==> config.mk <==
export PLATFORM = sky130hd
export DESIGN_NAME = uart_core_cfg
export DESIGN_NICKNAME = d
export VERILOG_FILES = /design/src/rtl/uart_core_cfg.sv
export SDC_FILE = /design/constraint.sdc
export NUM_CORES = 1
export LEC_CHECK = 0
export BUFFER_PORTS_ARGS = -buffer_cell sky130_fd_sc_hd__buf_2
export CAP_MARGIN = 30
export CORE_MARGIN = 1.5
export CORE_UTILIZATION = 41
export DETAILED_ROUTE_END_ITERATION = 8
export GPL_TIMING_DRIVEN = 0
export MAX_ROUTING_LAYER = met4
export SETUP_SLACK_MARGIN = 0.05
export SYNTH_ARGS = -nofsm -noshare
export SYNTH_HDL_FRONTEND = slang
export SYNTH_SLANG_ARGS = --single-unit
export TNS_END_PERCENT = 100
==> constraint.sdc <==
create_clock -name i_Clock -period 4.7 [get_ports i_Clock]
set_input_delay 0 -clock i_Clock [delete_from_list [all_inputs] [get_ports i_Clock]]
set_output_delay 0 -clock i_Clock [all_outputs]
set_load 0.005 [all_outputs]
==> src/rtl/uart_core_cfg.sv <==
// UART transceiver with configurable data width, parity and stop bits, RX error
// flags and an internal TX->RX loopback that only switches between frames.
module uart_core_cfg #(
    parameter int CLKS_PER_BIT = 87,
    parameter int DATA_BITS    = 8,
    parameter int PARITY_EN    = 0,
    parameter int PARITY_ODD   = 0,
    parameter int STOP_BITS    = 1
) (
    input  logic       i_Clock,
    input  logic       i_Rst_n,
    input  logic       i_Loopback,
    input  logic       i_Tx_DV,
    input  logic [7:0] i_Tx_Byte,
    output logic       o_Tx_Active,
    output logic       o_Tx_Done,
    output logic       o_Tx_Serial,
    input  logic       i_Rx_Serial,
    output logic       o_Rx_DV,
    output logic [7:0] o_Rx_Byte,
    output logic       o_Rx_Parity_Err,
    output logic       o_Rx_Frame_Err
);

    localparam int CNT_W = $clog2(CLKS_PER_BIT);
    localparam logic [CNT_W-1:0] CNT_LAST     = CNT_W'(CLKS_PER_BIT - 1);
    localparam logic [CNT_W-1:0] CNT_PRE_LAST = CNT_W'(CLKS_PER_BIT - 2);
    localparam logic [CNT_W-1:0] CNT_HALF     = CNT_W'(CLKS_PER_BIT / 2 - 1);
    localparam logic [2:0]       BIT_LAST     = 3'(DATA_BITS - 1);
    localparam logic             STOP_LAST    = 1'(STOP_BITS - 1);
    localparam logic             PAR_ODD      = 1'(PARITY_ODD);

    typedef enum logic [2:0] {
        TX_IDLE, TX_START, TX_DATA, TX_PARITY, TX_STOP
    } tx_state_t;

    typedef enum logic [2:0] {
        RX_IDLE, RX_START, RX_DATA, RX_PARITY, RX_STOP, RX_WAIT_HIGH
    } rx_state_t;

    tx_state_t              tx_state_reg;
    logic [CNT_W-1:0]       tx_cnt_reg;
    logic [2:0]             tx_bit_idx_reg;
    logic                   tx_stop_idx_reg;
    logic [DATA_BITS-1:0]   tx_shift_reg;
    logic                   tx_parity_reg;

    rx_state_t              rx_state_reg;
    logic [CNT_W-1:0]       rx_cnt_reg;
    logic [2:0]             rx_bit_idx_reg;
    logic [DATA_BITS-1:0]   rx_shift_reg;
    logic                   rx_par_err_reg;
    logic                   rx_meta_reg;
    logic                   rx_sync_reg;
    logic                   loop_sel_reg;
    logic                   rx_line;
    logic [7:0]             rx_byte_ext;

    // ---------------- transmitter ----------------
    always_ff @(posedge i_Clock or negedge i_Rst_n) begin
        if (!i_Rst_n) begin
            tx_state_reg    <= TX_IDLE;
            tx_cnt_reg      <= '0;
            tx_bit_idx_reg  <= '0;
            tx_stop_idx_reg <= 1'b0;
            tx_shift_reg    <= '0;
            tx_parity_reg   <= 1'b0;
            o_Tx_Serial     <= 1'b1;
            o_Tx_Active     <= 1'b0;
            o_Tx_Done       <= 1'b0;
        end else begin
            o_Tx_Done <= 1'b0;
            case (tx_state_reg)
                TX_IDLE: begin
                    if (i_Tx_DV) begin
                        tx_shift_reg  <= i_Tx_Byte[DATA_BITS-1:0];
                        tx_parity_reg <= (^i_Tx_Byte[DATA_BITS-1:0]) ^ PAR_ODD;
                        tx_cnt_reg    <= '0;
                        o_Tx_Serial   <= 1'b0;
                        o_Tx_Active   <= 1'b1;
                        tx_state_reg  <= TX_START;
                    end
                end
                TX_START: begin
                    if (tx_cnt_reg == CNT_LAST) begin
                        tx_cnt_reg     <= '0;
                        tx_bit_idx_reg <= '0;
                        o_Tx_Serial    <= tx_shift_reg[0];
                        tx_state_reg   <= TX_DATA;
                    end else begin
                        tx_cnt_reg <= tx_cnt_reg + 1'b1;
                    end
                end
                TX_DATA: begin
                    if (tx_cnt_reg == CNT_LAST) begin
                        tx_cnt_reg <= '0;
                        if (tx_bit_idx_reg == BIT_LAST) begin
                            tx_stop_idx_reg <= 1'b0;
                            if (PARITY_EN != 0) begin
                                o_Tx_Serial  <= tx_parity_reg;
                                tx_state_reg <= TX_PARITY;
                            end else begin
                                o_Tx_Serial  <= 1'b1;
                                tx_state_reg <= TX_STOP;
                            end
                        end else begin
                            tx_bit_idx_reg <= tx_bit_idx_reg + 1'b1;
                            tx_shift_reg   <= tx_shift_reg >> 1;
                            o_Tx_Serial    <= tx_shift_reg[1];
                        end
                    end else begin
                        tx_cnt_reg <= tx_cnt_reg + 1'b1;
                    end
                end
                TX_PARITY: begin
                    if (tx_cnt_reg == CNT_LAST) begin
                        tx_cnt_reg   <= '0;
                        o_Tx_Serial  <= 1'b1;
                        tx_state_reg <= TX_STOP;
                    end else begin
                        tx_cnt_reg <= tx_cnt_reg + 1'b1;
                    end
                end
                TX_STOP: begin
                    if (tx_cnt_reg == CNT_LAST) begin
                        tx_cnt_reg <= '0;
                        if (tx_stop_idx_reg == STOP_LAST) begin
                            o_Tx_Active  <= 1'b0;
                            tx_state_reg <= TX_IDLE;
                        end else begin
                            tx_stop_idx_reg <= tx_stop_idx_reg + 1'b1;
                        end
                    end else begin
                        tx_cnt_reg <= tx_cnt_reg + 1'b1;
                        // Done is registered, so raise it one cycle early to land on the final stop cycle.
                        if (tx_cnt_reg == CNT_PRE_LAST && tx_stop_idx_reg == STOP_LAST)
                            o_Tx_Done <= 1'b1;
                    end
                end
                default: tx_state_reg <= TX_IDLE;
            endcase
        end
    end

    // ---------------- receive path select and synchroniser ----------------
    assign rx_line = loop_sel_reg ? o_Tx_Serial : i_Rx_Serial;

    always_ff @(posedge i_Clock or negedge i_Rst_n) begin
        if (!i_Rst_n) begin
            rx_meta_reg  <= 1'b1;
            rx_sync_reg  <= 1'b1;
            loop_sel_reg <= 1'b0;
        end else begin
            rx_meta_reg <= rx_line;
            rx_sync_reg <= rx_meta_reg;
            if (tx_state_reg == TX_IDLE && rx_state_reg == RX_IDLE)
                loop_sel_reg <= i_Loopback;
        end
    end

    always_comb begin
        rx_byte_ext = '0;
        rx_byte_ext[DATA_BITS-1:0] = rx_shift_reg;
    end

    // ---------------- receiver ----------------
    always_ff @(posedge i_Clock or negedge i_Rst_n) begin
        if (!i_Rst_n) begin
            rx_state_reg    <= RX_IDLE;
            rx_cnt_reg      <= '0;
            rx_bit_idx_reg  <= '0;
            rx_shift_reg    <= '0;
            rx_par_err_reg  <= 1'b0;
            o_Rx_DV         <= 1'b0;
            o_Rx_Byte       <= '0;
            o_Rx_Parity_Err <= 1'b0;
            o_Rx_Frame_Err  <= 1'b0;
        end else begin
            o_Rx_DV <= 1'b0;
            case (rx_state_reg)
                RX_IDLE: begin
                    if (!rx_sync_reg) begin
                        rx_cnt_reg   <= '0;
                        rx_state_reg <= RX_START;
                    end
                end
                RX_START: begin
                    if (rx_cnt_reg == CNT_HALF) begin
                        rx_cnt_reg     <= '0;
                        rx_bit_idx_reg <= '0;
                        rx_state_reg   <= rx_sync_reg ? RX_IDLE : RX_DATA;
                    end else begin
                        rx_cnt_reg <= rx_cnt_reg + 1'b1;
                    end
                end
                RX_DATA: begin
                    if (rx_cnt_reg == CNT_LAST) begin
                        rx_cnt_reg   <= '0;
                        rx_shift_reg <= {rx_sync_reg, rx_shift_reg[DATA_BITS-1:1]};
                        if (rx_bit_idx_reg == BIT_LAST)
                            rx_state_reg <= (PARITY_EN != 0) ? RX_PARITY : RX_STOP;
                        else
                            rx_bit_idx_reg <= rx_bit_idx_reg + 1'b1;
                    end else begin
                        rx_cnt_reg <= rx_cnt_reg + 1'b1;
                    end
                end
                RX_PARITY: begin
                    if (rx_cnt_reg == CNT_LAST) begin
                        rx_cnt_reg     <= '0;
                        rx_par_err_reg <= (^rx_shift_reg) ^ PAR_ODD ^ rx_sync_reg;
                        rx_state_reg   <= RX_STOP;
                    end else begin
                        rx_cnt_reg <= rx_cnt_reg + 1'b1;
                    end
                end
                RX_STOP: begin
                    if (rx_cnt_reg == CNT_LAST) begin
                        rx_cnt_reg      <= '0;
                        o_Rx_DV         <= 1'b1;
                        o_Rx_Byte       <= rx_byte_ext;
                        o_Rx_Parity_Err <= rx_par_err_reg;
                        o_Rx_Frame_Err  <= ~rx_sync_reg;
                        // A low stop bit may be a break; wait for the line to recover first.
                        rx_state_reg    <= rx_sync_reg ? RX_IDLE : RX_WAIT_HIGH;
                    end else begin
                        rx_cnt_reg <= rx_cnt_reg + 1'b1;
                    end
                end
                RX_WAIT_HIGH: begin
                    if (rx_sync_reg)
                        rx_state_reg <= RX_IDLE;
                end
                default: rx_state_reg <= RX_IDLE;
            endcase
        end
    end

endmodule
# Word-level counts from Yosys, hierarchy flattened
# Cells that the tools add are included.
# W data, S select, Z words.
# classes
addsub	5
n_eq_ne	31
mux	58
bitwise_logic	3
n_reduce_logical	28
# op_table
op	n
$mux W3	21
$mux W7	5
$ne A2 B2 Y1 const B	16
$mux W8	3
$eq A7 B7 Y1 const B	3
$pmux W7 S3	1
$reduce_and A4 Y1	5
$mux W1	18
$pmux W3 S6	1
$pmux W8 S2	1
$eq A3 B3 Y1 const B	5
$pmux W3 S5	1
$add A7 B1 Y7 const B	2
$pmux W7 S2	1
$reduce_and A7 Y1	2
$eq A3 B2 Y1 const B	4
$pmux W3 S2	2
$reduce_bool A2 Y1	6
$reduce_and A2 Y1	5
$reduce_xor A8 Y1	1
$eq A7 B6 Y1 const B	1
$add A3 B1 Y3 const B	2
$eq A3 B1 Y1 const B	2
$logic_not A3 Y1	2
12 further kinds	15
# totals
reg_bits	61
inputBits	13
output_inout_bits	14
word_cells	145

# Longest topological paths before layout
# Gate-level depths: netlist of the first run.
# depth
ltp_word	5
depth_mapped	7
depth_no_buf	6

# Least setup slack after synthesis of the first run
# No wires, ideal clock.
# synth_timing
path_kind	register to register
from	register tx_bit_idx_reg[0]
to	register tx_shift_reg[0]
setup_ns	0.125
arrival_ns	1.711
required_time_ns	4.575
setup_slack_ns	2.863
path_stages_with_launch	8
path_buffers	1
period_less_slack_ns	1.837
cell_sequence	dfrtp_1 ha_1 ha_1 nor2b_1 a41oi_1 or3_1 buf_6 mux2_4
# synth_via
elab_chain_len	3
# synth_rtl
item	line	source
start, declared	43	logic [2:0] tx_bit_idx_reg;
start signal, assigned	107	tx_bit_idx_reg <= tx_bit_idx_reg + 1'b1;
$eq A3 B3 Y1	97	if (tx_bit_idx_reg == BIT_LAST) begin
$ne A2 B2 Y1 (no source line)	--	
$reduce_and A4 Y1 (no source line)	--	
end signal, assigned	76	tx_shift_reg <= i_Tx_Byte[DATA_BITS-1:0];
end signal, assigned	108	tx_shift_reg <= tx_shift_reg >> 1;
end, declared	45	logic [DATA_BITS-1:0] tx_shift_reg;
# Every way passes these cells.
# A chain may end at the register's enable or synchronous reset.

# Worst setup path in the final report of the first run
# layout_timing
from	register rx_cnt_reg[0]
to	register rx_shift_reg[0], in the netlist rx_byte_ext[0]
# layout_via
elab_chain_len	2
# layout_rtl
item	line	source
start, declared	49	logic [CNT_W-1:0] rx_cnt_reg;
start signal, assigned	193	rx_cnt_reg <= rx_cnt_reg + 1'b1;
start signal, assigned	205	rx_cnt_reg <= rx_cnt_reg + 1'b1;
start signal, assigned	214	rx_cnt_reg <= rx_cnt_reg + 1'b1;
$eq A7 B7 Y1	197	if (rx_cnt_reg == CNT_LAST) begin
$reduce_and A2 Y1 (no source line)	--	
end signal, assigned	199	rx_shift_reg <= {rx_sync_reg, rx_shift_reg[DATA_BITS-1:1]};
end, declared	51	logic [DATA_BITS-1:0] rx_shift_reg;
# Every way passes these cells.

==> reports/results.ini, run 1 <==
[synth]
synth-async-reset-ratio=1.000
yosysTopAreaCell=dfrtp_1
ys_types=55
synth_edf_count=0
synthTopCellsByArea=dfrtp_1, mux2_2, ha_1
seq_area_frac_synth=0.4872
syn_area_mm2=0.003089
synthCells=270
syn-num-nets=292
syn_avg_cell_area_um2=11.44
ys_seq_elements=60
ys_warn_count=0
synthFlopType=dfrtp_1
synth_top_area_frac=0.4617

[timing]
whs_ps=20.12
finalHoldViolCount=0
setup_violations=0
rsz0062_at_grt=no
drv_slew=0
worstMarginPinSlew_ps=844.4
period_share=0.4404
tns_ps=0
finClkSkew_ps=11.38
max_freq_ghz=0.4831
finalCriticalPeriod_ps=2070
max-slew-margin-rel=0.4332

[clock_network]
htreeDepth=3
cts_root_buf=clkbuf_8
clock_latency_ps=340
cts_tree=done
post_cts_resized=0
clk_pin_slew_ps=70
cts_setup_buffers=0
clkSinkCount=60
postCtsHoldBufs=4
numCtsBuffers=9
cts_buffer_depth=2

[floorplan]
die_h_um=89.80
rows=31
initial_utilization=0.4259
dieArea_mm2=0.008064
ios=27
die_x_um=89.80
fp.coreArea_mm2=0.007253

[power]
power_density_mw_per_mm2=388.6
p_total_mw=1.414
ir_drop_uv=197.2
p_leak_nw=1.712

[drt]
drt_wl_total_um=5817
first_pass_iters=4
num_vias=2181
drc=0
drtIter0Drc=84
antenna_left=0
wire_per_inst_um=13.98
viasPerCell=5.243

[cells_and_area]
nNetsFinal=334
layout_common_cells=dfrtp_1, buf_2, mux2_2
design_area_mm2=0.003638
postLayoutCoreUtil=0.5016
syn_to_final_growth_pct=17.78
nFillCells=678
final_common_cell=dfrtp_1
diodes=0
seqCellArea_mm2=0.001505
multiInputGateArea_mm2=0.001500
drive_gt1_frac=0.3218

[critical_path]
crit_chain=inv_1 > ha_1 > and4bb_2 > nand3_1 > nor3_4 > mux2_2
critPathBufInv=1
crit_path_max_fanout=8
critical_path_class=reg2reg
start_kind=flop
worst_ep_required_time_ps=4920
critPathSlowestCell=dfrtp_1
rrSetupSlack_ps=2630
end_kind=flop
slowest_delay_ps=420
cp.arrival_ps=2290
worstReg2RegStart=rx_cnt_reg[0]
crit_family=simple AND/OR/NAND/NOR gates
cp-startpoint=rx_cnt_reg[0]

[grt]
grt_first_pass_wirelength_um=10420
grt_overflow_total=0
grt_pass1_vias=2180
grt.total_usage=0.1642
antenna_found_initial=0
grt_max_degree=34

[placed_design]
place_area_mm2=0.003363
gp_congestion=0.8428
dp_hpwl_um=4012
portBuffers=26

[hold_path]
min_path_type=in2reg
holdCritStartpoint=i_Tx_DV

[flow_run]
maxCapViolCount=0

[run_status]
outcome=finished clean

[where the power goes]
group | total [mW] | internal [mW] | switching [mW]
Clock | 0.545 | 0.340 | 0.205
Combinational | 0.225 | 0.113 | 0.113
Sequential | 0.644 | 0.583 | 0.0605
[worst register-to-register path, stage by stage (launching register included)]
cell and delay, ps:
dfrtp_1 420, inv_1 70, ha_1 150, and4bb_2 320
nand3_1 200, nor3_4 400, mux2_2 390
[metal layers]
metal / global-route usage / share of wire / vias to the layer above
met4: 0.06878 / 0.017 / 0
met1: 0.2152 / 0.49 / 1058
met3: 0.03638 / 0.034 / 10
met5: - / 0 / -
li1: - / - / 1073
met2: 0.2468 / 0.46 / 40
[final cells by class]
| class | count | area share |
|---|---|---|
| Clock buffer | 12 | 0.04539 |
| Sequential cell | 60 | 0.4137 |
| Timing Repair Buffer | 31 | 0.05227 |
| Buffer | 11 | 0.01582 |
| Inverter | 7 | 0.007221 |
| Tap cell | 99 | 0.03404 |
| Clock inverter | 4 | 0.01926 |
| Multi-Input combinational cell | 192 | 0.4123 |
[cell families (layout without fill, tap and decap cells)]
logic type,Yosys count,in the layout,share of synthesized area
multiplexers,39,39,0.1499
AND/OR/NAND/NOR,79,79,0.1478
buffers and inverters,18,65,0.02714
adder cells (fa/ha/maj),9,9,0.03645
XOR/XNOR,9,9,0.02997
AO/OA/AOI/OAI,56,56,0.1215
flip-flops,60,60,0.4872
[worst paths after layout]
path,to,cells past startpoint
min reg2reg,rx_sync_reg,0
min,tx_shift_reg[7],2
min in group asynchronous,o_Rx_Byte[6],2
max reg2reg,rx_byte_ext[0],6
max,rx_byte_ext[0],6
max in group asynchronous,rx_meta_reg,3
[per-stage QoR]
| stage | std cells | setup WS, ps |
|---|---|---|
| after floorplan | 270 | 2863 |
| after global placement | 395 | 2659 |
| after detailed placement | 396 | 2642 |
| after CTS | 416 | 2628 |
| after global routing | 416 | 2459 |
| final | 416 | 2630 |
[synthesized netlist by cell type (3+ instances only)]
master,n
dfrtp_1,57
mux2_2,30
o21ai_0,20
nand2_1,19
nand3_1,10
nor2_1,10
ha_1,9
a21oi_1,7
buf_2,7
inv_1,7
mux2_4,7
nor3_1,7
xnor2_1,7
nor2b_1,6
a22o_1,4
nor4_1,4
or3_1,4
a21o_1,3
clkbuf_1,3
dfstp_2,3
nand4_1,3
o21a_1,3
o22ai_1,3
o31ai_1,3
(Power assumes the default switching activity.)
==> run 2: changes to the inputs <==
==> constraint.sdc (replaced) <==
create_clock -name i_Clock -period 1.9 [get_ports i_Clock]
set_input_delay 0 -clock i_Clock [delete_from_list [all_inputs] [get_ports i_Clock]]
set_output_delay 0 -clock i_Clock [all_outputs]
set_load 0.005 [all_outputs]
==> run 2 against run 1 <==
Net effect: cell area is 6.2% higher; clock skew is 4.1 ps lower; sequential power is 150% higher; non-clock buffer count up 12; setup slack worse by 2600 ps; worst hold slack lost 6.4 ps; first-iteration DRC count increased by 43%; sequential cell count is the same; power increased to 2.5 times the previous value.
==> reports/results.ini, run 2 (synthesis results as in run 1) <==
[run_status]
outcome=finished clean

[critical_path]
rrSetupSlack_ps=20  ; -2610 ps
critPathSlowestCell=dfrtp_1
reg2reg_depth=7  ; +1
crit_family=simple AND/OR/NAND/NOR gates
slowest_delay_ps=390  ; -30 ps
start_kind=flop
worstReg2RegStart=tx_bit_idx_reg[0]
cp-startpoint=tx_bit_idx_reg[0]
end_kind=flop
cp.arrival_ps=2090  ; -200 ps
crit_cells=7  ; +1
worst_ep_required_time_ps=2120  ; -2800 ps
r2r_end=tx_shift_reg[2]
crit_path_max_fanout=8  ; unchanged
endpoint=tx_shift_reg[2]
critical_path_class=reg2reg
crit_chain=ha_2 > ha_4 > nor2b_1 > a41oi_1 > or3_1 > buf_6 > mux2_4
critPathBufInv=1  ; unchanged

[grt]
grt_first_pass_wirelength_um=10600  ; +1.7%
grt_max_degree=34  ; unchanged
grt_pass1_vias=2215  ; +1.6%
grt.total_usage=0.1666  ; +0.002434
grt_overflow_total=0  ; unchanged
antenna_found_initial=0  ; unchanged

[timing]
rsz0062_at_grt=yes
drv_slew=0  ; unchanged
setup_violations=0  ; unchanged
finalCriticalPeriod_ps=1878  ; -191.9 ps
finClkSkew_ps=7.323  ; -4.061 ps
max-slew-margin-rel=0.5731  ; +0.1398
period_share=0.9884  ; +0.5480
setup_ws_ps=22.03  ; -2608 ps
finalHoldViolCount=0  ; unchanged
max_freq_ghz=0.5325  ; +10%
worstMarginPinSlew_ps=640.4  ; -204.0 ps

[placed_design]
dp_slack_ps=-158.3  ; -2800 ps
dp_hpwl_um=4012  ; unchanged
gp_congestion=0.8428  ; unchanged
portBuffers=26  ; unchanged

[clock_network]
cts_buffer_depth=2  ; unchanged
cts_root_buf=clkbuf_8
numCtsBuffers=9  ; unchanged
htreeDepth=3  ; unchanged
cts_tree=done
clkSinkCount=60  ; unchanged
clock_latency_ps=340  ; about the same
clk_pin_slew_ps=70  ; about the same

[floorplan]
ios=27  ; unchanged
dieArea_mm2=0.008064  ; unchanged
die_x_um=89.80  ; unchanged
fp.coreArea_mm2=0.007253  ; unchanged
die_h_um=89.80  ; unchanged
rows=31  ; unchanged
initial_utilization=0.4259  ; unchanged

[cells_and_area]
drive_gt1_frac=0.3799  ; +0.05817
layout_common_cells=dfrtp_1, buf_2, mux2_2
diodes=0  ; unchanged
final_common_cell=dfrtp_1
nNetsFinal=346  ; +3.6%
syn_to_final_growth_pct=25.03

[power]
ir_drop_uv=488.3  ; +150%
p_leak_nw=1.783  ; +4.2%
power_density_mw_per_mm2=924.5  ; +140%
p_total_mw=3.571  ; +150%

[drt]
drtIter0Drc=120  ; +43%
wire_per_inst_um=14.08  ; +0.67%
antenna_left=0  ; unchanged
viasPerCell=5.252  ; +0.18%
drt_wl_total_um=6025  ; +3.6%
num_vias=2248  ; +3.1%
drc=0  ; unchanged
first_pass_iters=4  ; unchanged

[hold_path]
holdCritStartpoint=i_Tx_DV
min_path_type=in2reg

[flow_run]
maxCapViolCount=0  ; unchanged

-- run 2: worst min path at each step --
stage / endpoint / depth (start not counted)
after global placement: loop_sel_reg / 2
final: tx_shift_reg[7] / 2
after detailed placement: o_Rx_Byte[6] / 1
after CTS: tx_shift_reg[7] / 2
after floorplan: loop_sel_reg / 0
after global routing: tx_shift_reg[7] / 2
-- run 2: final cells by class --
class | count | area (um^2)
Tap cell | 99 | 123.9
Buffer | 11 | 63.81
Sequential cell | 60 | 1505
Timing Repair Buffer | 43 | 292.8
Fill cell | 652 | 3391
Clock buffer | 12 | 165.2
Inverter | 7 | 26.28
Clock inverter | 4 | 70.07
Multi-Input combinational cell | 192 | 1615
-- run 2: repair_timing --
action | in CTS | in global routing
hold endpoints to repair | 30 | 0
hold buffers | 4 | 0
setup endpoints to repair | 34 | 32
setup buffers | 5 | 7
pin swaps | 4 | 4
gates resized for setup | 10 | 21
-- run 2: layer usage --
metal | GRT usage | vias up | routed length [um]
met1 | 0.2174 | 1105 | 2892
met5 | - | - | 0
li1 | - | 1097 | -
met2 | 0.2538 | 35 | 2868
met3 | 0.03553 | 11 | 175
met4 | 0.06746 | 0 | 89
-- run 2: where the power goes --
| part | switching [mW] | internal [mW] | total (mW) | leakage (nW) |
|---|---|---|---|---|
| sequential | 0.150 | 1.44 | 1.59 | 0.782 |
| combinational | 0.305 | 0.328 | 0.633 | 0.879 |
| clock | 0.504 | 0.842 | 1.35 | 0.122 |
-- run 2: per-stage QoR --
step / util / area (um^2) / hold WS, ps / setup TNS [ps] / cells
after floorplan: - / 3089 / -295.6 / 0 / 270
after global placement: 0.4609 / 3343 / 258.5 / -1800 / 395
final: 0.5325 / 3862 / 13.75 / 0 / 428
after CTS: 0.5166 / 3747 / 4.260 / -103.0 / 421
after global routing: 0.5325 / 3862 / 23.76 / -214.4 / 428
after detailed placement: 0.4637 / 3363 / 65.85 / -1844 / 396
==> run 3: changes to the inputs <==
--- a/config.mk
+++ b/config.mk
@@ -6,12 +6,13 @@
 export NUM_CORES = 1
 export LEC_CHECK = 0
 export BUFFER_PORTS_ARGS = -buffer_cell sky130_fd_sc_hd__buf_2
-export CAP_MARGIN = 30
+export CAP_MARGIN = 0
 export CORE_MARGIN = 1.5
 export CORE_UTILIZATION = 41
 export DETAILED_ROUTE_END_ITERATION = 8
 export GPL_TIMING_DRIVEN = 0
 export MAX_ROUTING_LAYER = met4
+export REMOVE_ABC_BUFFERS = 1
 export SETUP_SLACK_MARGIN = 0.05
 export SYNTH_ARGS = -nofsm -noshare
 export SYNTH_HDL_FRONTEND = slang
==> run 3 against run 2 <==
Net effect: sequential cell count stayed put; cell area is 2.0% lower; sequential power is 4% higher; setup slack better by 14 ps; global-route usage is 0.35 points lower; maximum frequency is 0.75% higher; sequential share of layout area is 1.0 points higher; non-clock buffer count is 12 lower; critical endpoint unchanged; highest routed layer unchanged; via count is 1.5% lower.
==> reports/results.ini, run 3 (synthesis results as in run 1) <==
[run_status]
outcome=finished clean

[clock_network]
clkSinkCount=60  ; unchanged
htreeDepth=3  ; unchanged
cts_buffer_depth=2  ; unchanged
clock_latency_ps=350  ; about the same
numCtsBuffers=9  ; unchanged
cts_tree=done
cts_root_buf=clkbuf_8
clk_pin_slew_ps=70  ; about the same

[cells_and_area]
nFillCells=651  ; -0.15%
seqCellArea_mm2=0.001514  ; +0.58%
layout_common_cells=dfrtp_1, mux2_2, buf_2
design_area_mm2=0.003784  ; -2.0%
multiInputGateArea_mm2=0.001614  ; about the same
syn_to_final_growth_pct=22.48
drive_gt1_frac=0.3785  ; -0.001390
postLayoutCoreUtil=0.5216  ; -0.01087
final_cells=416  ; -2.8%
final_common_cell=dfrtp_1
nNetsFinal=334  ; -3.5%
diodes=0  ; unchanged

[critical_path]
r2r_end=tx_shift_reg[2]
crit_path_max_fanout=8  ; unchanged
critical_path_class=reg2reg
cp-startpoint=tx_bit_idx_reg[0]
cp.arrival_ps=2090  ; about the same
rrSetupSlack_ps=40  ; about the same
end_kind=flop
start_kind=flop
reg2reg_depth=6  ; -1
worst_ep_required_time_ps=2130  ; about the same
worstReg2RegStart=tx_bit_idx_reg[0]

[hold_path]
holdCritStartpoint=i_Tx_Byte[4]
holdPathStages=3  ; +1
min_path_type=in2reg
holdPathEnd=tx_shift_reg[4]

[grt]
grt_overflow_total=0  ; unchanged
grt_first_pass_wirelength_um=10320  ; -2.7%
grt.total_usage=0.1632  ; -0.003466
grt_pass1_vias=2212  ; -0.14%
grt_max_degree=61  ; +79%
antenna_found_initial=0  ; unchanged

[power]
ir_drop_uv=469.8  ; -3.8%
power_density_mw_per_mm2=924.0  ; about the same
p_leak_nw=1.700  ; -4.7%
p_total_mw=3.496  ; -2.1%

[timing]
period_share=0.9811  ; -0.007345
worstMarginPinSlew_ps=759.4  ; +119.0 ps
rsz0062_at_grt=yes
max-slew-margin-rel=0.4937  ; -0.07932
max_freq_ghz=0.5365  ; +0.75%
finalHoldViolCount=0  ; unchanged
drv_slew=0  ; unchanged
setup_violations=0  ; unchanged
finalCriticalPeriod_ps=1864  ; -13.96 ps
finClkSkew_ps=8.796  ; +1.473 ps

[drt]
drt_wl_total_um=5818  ; -3.4%
first_pass_iters=5  ; +1
wire_per_inst_um=13.99  ; -0.65%
viasPerCell=5.325  ; +1.4%
num_vias=2215  ; -1.5%
drtIter0Drc=106  ; -12%
antenna_left=0  ; unchanged
drc=0  ; unchanged

[placed_design]
place_area_mm2=0.003286  ; -2.3%
dpl.cell_count=384  ; -3.0%
dp_hpwl_um=3742  ; -6.7%
gp_congestion=0.7797  ; -7.5%
portBuffers=26  ; unchanged

[floorplan]
rows=31  ; unchanged
initial_utilization=0.4259  ; unchanged
dieArea_mm2=0.008064  ; unchanged
die_h_um=89.80  ; unchanged
ios=27  ; unchanged
fp.coreArea_mm2=0.007253  ; unchanged
die_x_um=89.80  ; unchanged

[flow_run]
maxCapViolCount=0  ; unchanged

==> run 3: cell types whose count changed in the layout (fill, tap and decap cells not counted), moves of 2 or more <==
cell and delta:
clkinvlp_4 +3, clkbuf_8 -3, dfrtp_2 +4, mux2_2 +6
dfrtp_1 -5, buf_2 -6, clkbuf_1 -2, clkinv_2 -2
mux2_4 -6, buf_4 -3
==> run 3: worst max-delay path by stage <==
stage                            endpoint  slack (ps)  cells after the start
final                     tx_shift_reg[2]          40                      6
after global routing      tx_shift_reg[3]         -40                      6
after CTS                 tx_shift_reg[3]         -10                      6
after detailed placement     o_Rx_Byte[2]        -210                      5
after global placement    tx_shift_reg[2]        -170                      6
after floorplan           tx_shift_reg[0]         -10                      6
==> run 3: through the flow <==
stage | setup WS (ps) | setup TNS, ps | hold slack [ps]
2_1_floorplan | -14.62 | -102.3 | -295.6
3_5_place_dp | -209.7 | -5009 | 240.6
5_1_grt | -40.17 | -266.7 | 19.64
4_1_cts | -12.82 | -52.91 | 3.226
3_3_place_gp | -169.2 | -4236 | 237.7
6_report | 35.99 | 0 | 19.85
==> run 3: area by class of cell <==
type | count | share of cell area
Clock buffer | 9 | 0.03274
Inverter | 7 | 0.006944
Clock inverter | 7 | 0.02646
Sequential cell | 60 | 0.4001
Multi-Input combinational cell | 192 | 0.4266
Tap cell | 99 | 0.03274
Timing Repair Buffer | 42 | 0.07440
==> run 3: repair_timing <==
action | 4_1_cts | 5_1_grt
setup buffers | 7 | 4
hold buffers | 5 | 0
gates resized for setup | 11 | 18
endpoints found under the setup margin | 37 | 33
pin swaps | 5 | 4
endpoints found under the hold margin | 9 | 0
==> run 3: routing by layer <==
| layer | global-route usage | share of wire | routed length, um | up-vias |
|---|---|---|---|---|
| met2 | 0.2506 | 0.48 | 2809 | 32 |
| met5 | - | 0 | 0 | - |
| met4 | 0.08201 | 0.014 | 81 | 0 |
| met1 | 0.2057 | 0.48 | 2770 | 1095 |
| met3 | 0.03299 | 0.027 | 157 | 10 |
| li1 | - | - | - | 1078 |
==> run 3: where the power goes <==
group	total, mW	internal [mW]	switching [mW]
Sequential	1.65	1.44	0.212
Clock	1.29	0.744	0.543
Combinational	0.555	0.306	0.249
==> run 3: critical path, stage by stage, from the launching register on <==
cell and delay [ps]:
dfrtp_1 400, ha_2 190, ha_4 160, nor2b_1 110, a41oi_1 120, or3_4 440, mux2_4 320
